==> config.mk <==
export PLATFORM = sky130hd
export DESIGN_NAME = add128_seq
export DESIGN_NICKNAME = d
export VERILOG_FILES = /design/src/rtl/add128_seq.sv
export SDC_FILE = /design/constraint.sdc
export NUM_CORES = 1
export LEC_CHECK = 0
export ABC_CLOCK_PERIOD_IN_PS = 14900
export BUFFER_PORTS_ARGS = -buffer_cell sky130_fd_sc_hd__buf_2
export CAP_MARGIN = 20
export CORE_ASPECT_RATIO = 1.5
export CORE_UTILIZATION = 58
export DETAILED_ROUTE_END_ITERATION = 12
export GPL_TIMING_DRIVEN = 0
export PLACE_DENSITY = 0.85
export SLEW_MARGIN = 25
export SYNTH_ARGS = -nofsm -noshare
export SYNTH_HDL_FRONTEND = slang
export SYNTH_SLANG_ARGS = --single-unit
==> constraint.sdc <==
create_clock -name clk -period 14.9 [get_ports clk]
set_clock_uncertainty 0.2 [all_clocks]
set_input_delay 2.235 -clock clk [delete_from_list [all_inputs] [get_ports clk]]
set_output_delay 2.235 -clock clk [all_outputs]
set_load 0.01 [all_outputs]
==> src/rtl/add128_seq.sv <==
// 128-bit adder that reuses one 32-bit CLA slice over four cycles, LSB slice first.
// Optional subtraction (a - b) is compiled in when ADD128_SUB_EN is defined.
module cla32 (
    input  logic [31:0] a,
    input  logic [31:0] b,
    input  logic        ci,
    output logic [31:0] s,
    output logic        co
);
    logic [31:0] g;
    logic [31:0] p;
    logic [31:0] c;
    logic [8:0]  gc;

    assign g     = a & b;
    assign p     = a ^ b;
    assign gc[0] = ci;

    // 4-bit lookahead groups; group carries ripple between groups
    for (genvar k = 0; k < 8; k++) begin : grp
        logic [3:0] gg;
        logic [3:0] pp;
        logic [4:0] cc;
        assign gg    = g[4*k +: 4];
        assign pp    = p[4*k +: 4];
        assign cc[0] = gc[k];
        assign cc[1] = gg[0] | (pp[0] & cc[0]);
        assign cc[2] = gg[1] | (pp[1] & gg[0]) | (pp[1] & pp[0] & cc[0]);
        assign cc[3] = gg[2] | (pp[2] & gg[1]) | (pp[2] & pp[1] & gg[0])
                     | (pp[2] & pp[1] & pp[0] & cc[0]);
        assign cc[4] = gg[3] | (pp[3] & gg[2]) | (pp[3] & pp[2] & gg[1])
                     | (pp[3] & pp[2] & pp[1] & gg[0])
                     | (pp[3] & pp[2] & pp[1] & pp[0] & cc[0]);
        assign c[4*k +: 4] = cc[3:0];
        assign gc[k+1]     = cc[4];
    end

    assign s  = p ^ c;
    assign co = gc[8];
endmodule

module add128_seq (
    input  logic         clk,
    input  logic         rst,
    input  logic         start,
    input  logic [127:0] a,
    input  logic [127:0] b,
    input  logic         ci,
`ifdef ADD128_SUB_EN
    input  logic         op,
`endif
    output logic [127:0] s,
    output logic         co,
    output logic         busy,
    output logic         done
);
    typedef enum logic {IDLE = 1'b0, RUN = 1'b1} state_t;

    state_t       state;
    state_t       state_nx;
    logic [1:0]   cnt;
    logic [127:0] a_r;
    logic [127:0] b_r;
    logic         c_r;
    logic [31:0]  sl_sum;
    logic         sl_co;
    logic [6:0]   base;
    logic         accept;
    logic         last;
    logic [127:0] b_in;
    logic         c_in;

    assign base   = {cnt, 5'b0};
    assign accept = (state == IDLE) && start;
    assign last   = (state == RUN) && (cnt == 2'd3);

`ifdef ADD128_SUB_EN
    // two's-complement subtract: invert b and force the carry-in
    assign b_in = op ? ~b : b;
    assign c_in = op ? 1'b1 : ci;
`else
    assign b_in = b;
    assign c_in = ci;
`endif

    cla32 u_slice (
        .a  (a_r[base +: 32]),
        .b  (b_r[base +: 32]),
        .ci (c_r),
        .s  (sl_sum),
        .co (sl_co)
    );

    always_ff @(posedge clk) begin
        if (rst) state <= IDLE;
        else     state <= state_nx;
    end

    always_comb begin
        state_nx = state;
        case (state)
            IDLE:    if (start) state_nx = RUN;
            RUN:     if (cnt == 2'd3) state_nx = IDLE;
            default: state_nx = IDLE;
        endcase
    end

    always_comb begin
        busy = (state == RUN);
    end

    always_ff @(posedge clk) begin
        if (rst) begin
            cnt  <= 2'd0;
            a_r  <= '0;
            b_r  <= '0;
            c_r  <= 1'b0;
            s    <= '0;
            co   <= 1'b0;
            done <= 1'b0;
        end else begin
            done <= last;
            if (accept) begin
                a_r <= a;
                b_r <= b_in;
                c_r <= c_in;
                cnt <= 2'd0;
            end else if (state == RUN) begin
                s[base +: 32] <= sl_sum;
                c_r           <= sl_co;
                cnt           <= cnt + 2'd1;
                if (cnt == 2'd3) co <= sl_co;
            end
        end
    end
endmodule

==> report_table.html, run 1 <==
<table>
<tr><th>Metric</th><th>Value</th></tr>
<tr><th colspan="2">Global route</th></tr>
<tr><td>Total GRT Usage</td><td>40.3%</td></tr>
<tr><td>Grt ovf</td><td>0</td></tr>
<tr><td>First-pass GRT wire length</td><td>88500 um</td></tr>
<tr><td>Met2 track utilization from global routing</td><td>68.6%</td></tr>
<tr><td>Global routing usage on met1</td><td>a little over two fifths</td></tr>
<tr><td>Maximum number of pins on one net before global-route repair</td><td>16</td></tr>
<tr><td>Vias in the first global route</td><td>16.4k</td></tr>
<tr><td>GRT Max-Usage Layer</td><td>met2</td></tr>
<tr><td>Number of antenna violations at the first check in global routing</td><td>1</td></tr>
<tr><td>Met3 Use GR</td><td>under 10%</td></tr>
<tr><th colspan="2">Timing</th></tr>
<tr><td>Final Slew Violations</td><td>0</td></tr>
<tr><td>Number of failing setup endpoints in the final timing report</td><td>0</td></tr>
<tr><td>Period utilisation layout</td><td>a little over two fifths</td></tr>
<tr><td>Transition time at the pin with the least slew margin</td><td>around 1.1 ns</td></tr>
<tr><td>Max Freq</td><td>0.156 GHz</td></tr>
<tr><td>Final TNS setup</td><td>0 ns</td></tr>
<tr><td>Shortest clock period the worst path allows after layout</td><td>6.42 ns</td></tr>
<tr><td>Worst-case hold slack</td><td>0.248 ns</td></tr>
<tr><td>Fin. Hold Viols</td><td>0</td></tr>
<tr><td>Slew headroom</td><td>27.2%</td></tr>
<tr><td>Unrepaired setup endpoints after global routing</td><td>false</td></tr>
<tr><th colspan="2">Routing</th></tr>
<tr><td>Routed WL</td><td>around 58000 um</td></tr>
<tr><td>Wire length per cell after detailed routing</td><td>~22 um</td></tr>
<tr><td>DRC marker count from the first detailed-route iteration</td><td>1534</td></tr>
<tr><td>Number of optimization iterations in the first detailed-route pass</td><td>13</td></tr>
<tr><td>Number of remaining DRC errors</td><td>28</td></tr>
<tr><td>Via density per instance</td><td>about 6.1</td></tr>
<tr><td>Number of nets still failing antenna checks after routing</td><td>0</td></tr>
<tr><td>Routed vias</td><td>roughly 16k</td></tr>
<tr><th colspan="2">Setup path</th></tr>
<tr><td>Buffers &amp; Inverters on Critical Path</td><td>4</td></tr>
<tr><td>CP endpoint kind</td><td>register</td></tr>
<tr><td>Data required time at the worst endpoint</td><td>about 15 ns</td></tr>
<tr><td>Series of cell instances along the critical path</td><td>clkbuf_1 &gt; clkbuf_2 &gt; buf_1 &gt; buf_2 &gt; mux4_2 &gt; ha_1 &gt; nand3_2 &gt; or2_1 &gt; a2111oi_4 &gt; o21ai_2 &gt; a21o_4 &gt; nor2_1 &gt; nor2_1 &gt; fa_1 &gt; xnor2_1 &gt; a22oi_1 &gt; nor2_1</td></tr>
<tr><td>Cell mode on critical path</td><td>nor2_1</td></tr>
<tr><td>WP data arrival</td><td>6.67 ns</td></tr>
<tr><td>Setup crit start kind</td><td>register</td></tr>
<tr><td>Cell family with most CP delay</td><td>buffers and inverters</td></tr>
<tr><td>Worst Path Class, Setup</td><td>reg -&gt; reg</td></tr>
<tr><td>Top fanout value on the critical path</td><td>10</td></tr>
<tr><td>Largest incremental delay on the critical path</td><td>0.82 ns</td></tr>
<tr><td>Crit-path slowest cell</td><td>buf_1</td></tr>
<tr><th colspan="2">Synthesis</th></tr>
<tr><td>Main combinational cell family by area after synthesis</td><td>simple AND/OR/NAND/NOR gates</td></tr>
<tr><td>Share of the synthesized area in the top cell type</td><td>~48%</td></tr>
<tr><td>Synthesis warning total</td><td>0</td></tr>
<tr><td>Compound-Gate Fraction of Synth Area</td><td>between 10% and 20%</td></tr>
<tr><td>Share of synthesized area spent on multiplexers</td><td>9.05%</td></tr>
<tr><td>Register bit total from synthesis</td><td>slightly below 400</td></tr>
<tr><td>Portion of the post-synthesis area used by sequential elements</td><td>between 40% and 50%</td></tr>
<tr><td>Synth Area in Simple Gates</td><td>a little under a fifth</td></tr>
<tr><td>Post-synth EDFFs</td><td>0</td></tr>
<tr><td>Most instantiated flip-flop cell in the synthesis netlist</td><td>dfxtp_1</td></tr>
<tr><td>Synth Net Count</td><td>2186</td></tr>
<tr><td>Post-synthesis cell area</td><td>roughly 0.016 sq mm</td></tr>
<tr><td>Post-synthesis adder-cell area fraction</td><td>between 3 and 4%</td></tr>
<tr><td>Average cell area after synthesis</td><td>between 8 and 9 sq um</td></tr>
<tr><td>Number of unique standard cell types used by synthesis</td><td>57</td></tr>
<tr><td>Synthesized-area fraction occupied by xor and xnor cells</td><td>roughly 1.1%</td></tr>
<tr><td>Top cell type by total area after synthesis</td><td>dfxtp_1</td></tr>
<tr><td>Fraction of registers with async set or reset after synthesis</td><td>0%</td></tr>
<tr><td>Synth Instances</td><td>between 1.5k and 2k</td></tr>
<tr><td>Synth area leaders</td><td>dfxtp_1 48%, nand2_1 13%, a21oi_1 9.0%</td></tr>
<tr><th colspan="2">Cells and area</th></tr>
<tr><td>Most frequent standard cell in the layout excluding fill and tap cells</td><td>nand2_1</td></tr>
<tr><td>End-of-flow core utilization</td><td>between 70% and 80%</td></tr>
<tr><td>Filler cell count</td><td>2147</td></tr>
<tr><td>Share of cells above drive strength 1</td><td>22.5%</td></tr>
<tr><td>Total number of nets in the final design</td><td>between 2k and 3k</td></tr>
<tr><td>Number of inserted diodes</td><td>0</td></tr>
<tr><td>Layout-stage area growth over the synthesis result</td><td>21.5%</td></tr>
<tr><td>Most used cells in the layout excluding fill and tap cells</td><td>569 x nand2_1, 392 x buf_2, 390 x dfxtp_1</td></tr>
<tr><th colspan="2">Clock network</th></tr>
<tr><td>TritonCTS Buffers</td><td>35</td></tr>
<tr><td>Number of post-CTS setup repair buffers</td><td>0</td></tr>
<tr><td>TritonCTS clock tree</td><td>built</td></tr>
<tr><td>Number of sinks on the clock net</td><td>390</td></tr>
<tr><td>H-tree levels</td><td>2</td></tr>
<tr><td>Root buffer cell</td><td>clkbuf_16</td></tr>
<tr><td>Resize count post-CTS</td><td>0</td></tr>
<tr><td>Clock edge transition at the registers on the reported setup and hold paths</td><td>roughly 0.06 ns</td></tr>
<tr><td>Maximum clock insertion buffer count</td><td>3</td></tr>
<tr><td>Hold buffer count at cts</td><td>0</td></tr>
<tr><td>Clock latency reported for the late side of the worst-skew pair</td><td>roughly 0.52 ns</td></tr>
<tr><th colspan="2">Status</th></tr>
<tr><td>Result of the run</td><td>finished with violations</td></tr>
<tr><td>Failing checks</td><td>DRC</td></tr>
<tr><th colspan="2">Pwr</th></tr>
<tr><td>Maximum vdd ir drop</td><td>between 0.1 and 0.15 mV</td></tr>
<tr><td>Leakage power summed over all cells</td><td>8.33 nW</td></tr>
<tr><td>Power density over cell area</td><td>117 mW/mm^2</td></tr>
<tr><th colspan="2">Die</th></tr>
<tr><td>Initial standard-cell utilization of the core</td><td>~60%</td></tr>
<tr><td>Number of core rows</td><td>75</td></tr>
<tr><td>Core region area</td><td>0.0279 sq mm</td></tr>
<tr><td>Die height</td><td>between 200 and 250 um</td></tr>
<tr><td>Number of ports placed on the die boundary</td><td>between 300 and 400</td></tr>
<tr><td>Die outline area</td><td>0.0289 sq mm</td></tr>
<tr><td>Die width</td><td>approximately 140 um</td></tr>
<tr><th colspan="2">Placed design</th></tr>
<tr><td>Port-buffer cells</td><td>between 300 and 400</td></tr>
<tr><td>Detailed-placement wirelength estimate</td><td>roughly 44000 um</td></tr>
<tr><td>GP Congestion</td><td>about 0.97</td></tr>
<tr><th colspan="2">Flow run</th></tr>
<tr><td>Max Cap Violations</td><td>0</td></tr>
<tr><th colspan="2">Hold path</th></tr>
<tr><td>Kind of path behind the tightest hold check</td><td>reg -&gt; reg</td></tr>
</table>
-- sequential cells by signal, indices dropped and copies added (netlist names) --
| register | count |
|---|---|
| cnt | 2 |
| c_r | 1 |
| b_r | 128 |
| s | 128 |
| done | 1 |
| a_r | 128 |
| co | 1 |
| busy | 1 |
-- cell usage after synthesis (2+ instances only) --
cell type,n
nand2_1,569
dfxtp_1,390
a21oi_1,293
clkbuf_1,126
nor2_1,92
mux4_2,64
a22oi_1,61
nand3_1,43
ha_1,37
o21ai_0,25
buf_1,15
xor2_1,13
a21o_1,12
inv_1,12
nor3_1,12
nand4_1,9
a22o_1,8
fa_1,8
xnor2_1,7
a32o_1,6
or4_1,6
nand2b_1,5
nor2b_1,5
o22ai_1,5
o31ai_1,5
and2_1,4
mux2i_1,4
o21ai_1,4
a211oi_1,3
buf_2,3
nor4_1,3
o311ai_0,3
a21oi_2,2
and3_1,2
nor4b_1,2
or3_1,2
-- final timing paths --
| path | endpoint | cells after the start | from | slack [ns] |
|---|---|---|---|---|
| worst max-delay path | s[93] | 17 | cnt[0] | 8.48 |
| worst min-delay path | s[127] | 2 | s[127] | 0.25 |
| worst max register to register | s[93] | 17 | cnt[0] | 8.48 |
| worst min register to register | s[127] | 2 | s[127] | 0.25 |
-- report_power, final --
| part | switching, W | internal [W] |
|---|---|---|
| Combinational | 0.000211 | 0.000110 |
| Clock | 0.000394 | 0.000504 |
| Sequential | 0.0000250 | 0.00109 |
| Total | 0.000630 | 0.00170 |
-- final cells by class --
type	instances	area (sq um)	area share, %
multi-input cells	1335	7970	40.1
clock buffers	54	1090	5.48
clock inverters	7	40.0	0.201
repair buffers	389	1950	9.79
inverters	12	45.0	0.227
flip-flops and latches	390	7810	39.3
plain buffers	144	547	2.75
well taps	346	433	2.18
-- logic make-up after synthesis --
| kind of cell | Yosys count |
|---|---|
| simple gates | 761 |
| compound gates | 441 |
| flops | 390 |
| buf+inv | 156 |
| mux | 68 |
| fa+ha+maj | 45 |
| xor+xnor | 20 |
-- metrics by stage --
step	total power (W)	worst slack (ns)	instance area, sq um	cells
after global placement	0.00143	8.57	18700	2616
after CTS	0.00231	8.36	19900	2677
final	0.00233	8.48	19900	2677
after floorplan	0.00130	10.05	16400	1881
after global routing	0.00239	8.33	19900	2677
after detailed placement	0.00144	8.42	18700	2616
-- per-layer routing --
layer,routed length [um],vias up
li1,-,7321
met1,18900,7779
met2,28200,1031
met3,5240,316
met4,5920,0
met5,0,-
-- worst register-to-register path, delay by kind of cell, from the launching register on --
family | cells | cell delay, ns
AO/OA/AOI/OAI | 4 | 0.91
XOR/XNOR | 1 | 0.52
adder cells (fa/ha/maj) | 2 | 0.87
buffers and inverters | 4 | 2.02
flip-flops | 1 | 0.36
multiplexers | 1 | 0.46
AND/OR/NAND/NOR | 5 | 1.00
No activity file was read; power rests on OpenSTA's default activity.
==> run 2: changes to the inputs <==
--- a/config.mk
+++ b/config.mk
@@ -5,14 +5,14 @@
 export SDC_FILE = /design/constraint.sdc
 export NUM_CORES = 1
 export LEC_CHECK = 0
-export ABC_CLOCK_PERIOD_IN_PS = 14900
+export ABC_CLOCK_PERIOD_IN_PS = 5800
 export BUFFER_PORTS_ARGS = -buffer_cell sky130_fd_sc_hd__buf_2
 export CAP_MARGIN = 20
 export CORE_ASPECT_RATIO = 1.5
-export CORE_UTILIZATION = 58
+export CORE_UTILIZATION = 49
 export DETAILED_ROUTE_END_ITERATION = 12
 export GPL_TIMING_DRIVEN = 0
-export PLACE_DENSITY = 0.85
+export PLACE_DENSITY = 0.77
 export SLEW_MARGIN = 25
 export SYNTH_ARGS = -nofsm -noshare
 export SYNTH_HDL_FRONTEND = slang
==> constraint.sdc (replaced) <==
create_clock -name clk -period 5.8 [get_ports clk]
set_clock_uncertainty 0.2 [all_clocks]
set_input_delay 0.87 -clock clk [delete_from_list [all_inputs] [get_ports clk]]
set_output_delay 0.87 -clock clk [all_outputs]
set_load 0.01 [all_outputs]
==> report_table.html, run 2 (synthesis results as in run 1) <==
<table>
<tr><th>Metric</th><th>Value</th></tr>
<tr><th colspan="2">Cells and area</th></tr>
<tr><td>Total number of nets in the final design</td><td>2614 (+0.077%)</td></tr>
<tr><td>Layout-stage area growth over the synthesis result</td><td>22.9%</td></tr>
<tr><td>Reg area</td><td>0.00781 sq mm (unchanged)</td></tr>
<tr><td>Most used cells in the layout excluding fill and tap cells</td><td>569 x nand2_1, 393 x buf_2, 390 x dfxtp_1</td></tr>
<tr><td>Non-filler instance count after layout</td><td>2750 (+2.7%)</td></tr>
<tr><td>Most frequent standard cell in the layout excluding fill and tap cells</td><td>nand2_1</td></tr>
<tr><td>Largest registers</td><td>a_r: 128 flops, b_r: 128 flops, s: 128 flops</td></tr>
<tr><td>Share of cells above drive strength 1</td><td>22.9% (+0.35 points)</td></tr>
<tr><td>Filler cell count</td><td>2863 (+33%)</td></tr>
<tr><td>Summed area of non-filler cells in the final layout</td><td>0.0201 sq mm (+1.2%)</td></tr>
<tr><td>Footprint of the multi-input gates</td><td>0.00798 sq mm (+0.17%)</td></tr>
<tr><td>Number of inserted diodes</td><td>0 (unchanged)</td></tr>
<tr><th colspan="2">Die</th></tr>
<tr><td>Die height</td><td>226 um (+8.7%)</td></tr>
<tr><td>Number of ports placed on the die boundary</td><td>391 (unchanged)</td></tr>
<tr><td>Initial standard-cell utilization of the core</td><td>50.0% (-8.7 points)</td></tr>
<tr><td>Die outline area</td><td>0.0341 sq mm (+18%)</td></tr>
<tr><td>Number of core rows</td><td>81 (+8.0%)</td></tr>
<tr><td>Die width</td><td>151 um (+8.7%)</td></tr>
<tr><td>Core region area</td><td>0.0327 sq mm (+17%)</td></tr>
<tr><th colspan="2">Routing</th></tr>
<tr><td>Routed WL</td><td>58700 um (+0.84%)</td></tr>
<tr><td>Number of remaining DRC errors</td><td>0 (-100%)</td></tr>
<tr><td>Routed vias</td><td>15.8k (-3.7%)</td></tr>
<tr><td>Via density per instance</td><td>5.76 (-6.3%)</td></tr>
<tr><td>Wire length per cell after detailed routing</td><td>21.4 um (-1.8%)</td></tr>
<tr><td>DRC marker count from the first detailed-route iteration</td><td>1093 (-29%)</td></tr>
<tr><td>Number of nets still failing antenna checks after routing</td><td>0 (unchanged)</td></tr>
<tr><td>Number of optimization iterations in the first detailed-route pass</td><td>5 (-8)</td></tr>
<tr><th colspan="2">Timing</th></tr>
<tr><td>Number of failing setup endpoints in the final timing report</td><td>0 (unchanged)</td></tr>
<tr><td>Transition time at the pin with the least slew margin</td><td>0.929 ns (-0.156 ns)</td></tr>
<tr><td>Final TNS setup</td><td>0 ns (unchanged)</td></tr>
<tr><td>Worst-case hold slack</td><td>0.251 ns (+0.00227 ns)</td></tr>
<tr><td>Final Slew Violations</td><td>0 (unchanged)</td></tr>
<tr><td>Period utilisation layout</td><td>95.1% (+52 points)</td></tr>
<tr><td>Slew headroom</td><td>38.1% (+11 points)</td></tr>
<tr><td>Unrepaired setup endpoints after global routing</td><td>false</td></tr>
<tr><td>Max Freq</td><td>0.181 GHz (+16%)</td></tr>
<tr><td>Shortest clock period the worst path allows after layout</td><td>5.52 ns (-0.908 ns)</td></tr>
<tr><td>Fin. Hold Viols</td><td>0 (unchanged)</td></tr>
<tr><td>Post-route setup slack</td><td>0.283 ns (-8.19 ns)</td></tr>
<tr><th colspan="2">Clock network</th></tr>
<tr><td>H-tree levels</td><td>2 (unchanged)</td></tr>
<tr><td>Clock edge transition at the registers on the reported setup and hold paths</td><td>0.06 ns (about the same)</td></tr>
<tr><td>Number of sinks on the clock net</td><td>390 (unchanged)</td></tr>
<tr><td>Hold buffer count at cts</td><td>0 (unchanged)</td></tr>
<tr><td>Maximum clock insertion buffer count</td><td>3 (unchanged)</td></tr>
<tr><td>TritonCTS Buffers</td><td>37 (+5.7%)</td></tr>
<tr><td>Root buffer cell</td><td>clkbuf_16</td></tr>
<tr><td>Clock latency reported for the late side of the worst-skew pair</td><td>0.54 ns (+0.02 ns)</td></tr>
<tr><td>TritonCTS clock tree</td><td>built</td></tr>
<tr><th colspan="2">Pwr</th></tr>
<tr><td>Maximum vdd ir drop</td><td>0.174 mV (+73%)</td></tr>
<tr><td>Leakage power summed over all cells</td><td>8.41 nW (+0.94%)</td></tr>
<tr><td>Power density over cell area</td><td>309 mW/mm^2 (+160%)</td></tr>
<tr><th colspan="2">Setup path</th></tr>
<tr><td>Setup crit start kind</td><td>register</td></tr>
<tr><td>Top fanout value on the critical path</td><td>10 (unchanged)</td></tr>
<tr><td>Worst Path Class, Setup</td><td>reg -&gt; reg</td></tr>
<tr><td>WP data arrival</td><td>5.78 ns (-0.89 ns)</td></tr>
<tr><td>Data required time at the worst endpoint</td><td>6.07 ns (-9.08 ns)</td></tr>
<tr><td>CP endpoint kind</td><td>register</td></tr>
<tr><th colspan="2">Global route</th></tr>
<tr><td>First-pass GRT wire length</td><td>86600 um (-2.1%)</td></tr>
<tr><td>Vias in the first global route</td><td>15.7k (-4.3%)</td></tr>
<tr><td>Number of antenna violations at the first check in global routing</td><td>0 (-1)</td></tr>
<tr><td>Maximum number of pins on one net before global-route repair</td><td>16 (unchanged)</td></tr>
<tr><td>Grt ovf</td><td>0 (unchanged)</td></tr>
<tr><td>Total GRT Usage</td><td>34.3% (-6.0 points)</td></tr>
<tr><th colspan="2">Placed design</th></tr>
<tr><td>Detailed-placement wirelength estimate</td><td>45800 um (+3.4%)</td></tr>
<tr><td>GP Congestion</td><td>0.950 (-1.7%)</td></tr>
<tr><td>Worst setup slack after placement</td><td>-0.698 ns (-9.12 ns)</td></tr>
<tr><td>Port-buffer cells</td><td>389 (unchanged)</td></tr>
<tr><td>Cells after DPL</td><td>2685 (+2.6%)</td></tr>
<tr><td>Placed cell areas</td><td>0.0188 sq mm (+0.49%)</td></tr>
<tr><th colspan="2">Status</th></tr>
<tr><td>Result of the run</td><td>finished clean</td></tr>
<tr><th colspan="2">Flow run</th></tr>
<tr><td>Max Cap Violations</td><td>0 (unchanged)</td></tr>
<tr><th colspan="2">Hold path</th></tr>
<tr><td>Kind of path behind the tightest hold check</td><td>reg -&gt; reg</td></tr>
</table>
-- run 2: per-stage QoR --
stage | power [W] | util [%]
floorplan | 0.00335 | -
global placement | 0.00369 | 57.5
detailed placement | 0.00371 | 57.5
CTS | 0.00618 | 61.4
global route | 0.00638 | 61.4
finish | 0.00621 | 61.4
-- run 2: final timing paths --
kind              cells after the start      to  slack, ns   start
hold / removal                        2  s[112]       0.25  s[112]
hold reg to reg                       2  s[112]       0.25  s[112]
setup reg to reg                     17   s[29]       0.28  cnt[0]
setup / recovery                     17   s[29]       0.28  cnt[0]
-- run 2: layer usage --
metal / GRT usage, % / vias to the layer above / share of wire [%]
met5: 0 / - / 0
met4: 31.6 / 0 / 10
met3: 5.37 / 279 / 7.3
met2: 56.9 / 804 / 48
met1: 37.0 / 7434 / 35
li1: - / 7321 / -
-- run 2: critical path, cell delays in order, from the launching register on --
cell	delay, ns
dfxtp_1	0.36
clkbuf_1	0.26
buf_4	0.33
buf_2	0.42
buf_2	0.37
mux4_2	0.41
ha_1	0.42
nand3_2	0.12
or2_1	0.29
a2111oi_4	0.38
o21ai_2	0.11
a21o_4	0.27
nor2_1	0.34
nor2_1	0.12
fa_1	0.48
xnor2_2	0.32
a22oi_1	0.12
nor2_1	0.11
-- run 2: area by class of cell --
class | instances | share of cell area (%)
multi-input cells | 1335 | 39.7
flip-flops and latches | 390 | 38.8
repair buffers | 389 | 9.68
clock buffers | 53 | 5.45
plain buffers | 144 | 2.74
well taps | 415 | 2.58
clock inverters | 12 | 0.840
inverters | 12 | 0.224
-- run 2: where the power goes --
group	internal [W]	switching, W
Clock	0.00149	0.00104
Combinational	0.000285	0.000541
Sequential	0.00279	0.0000633
-- run 2: timing repair --
action / in CTS / in global routing
resized for setup: 8 / 2
setup buffers: 0 / 0
endpoints found under the setup margin: 39 / 6
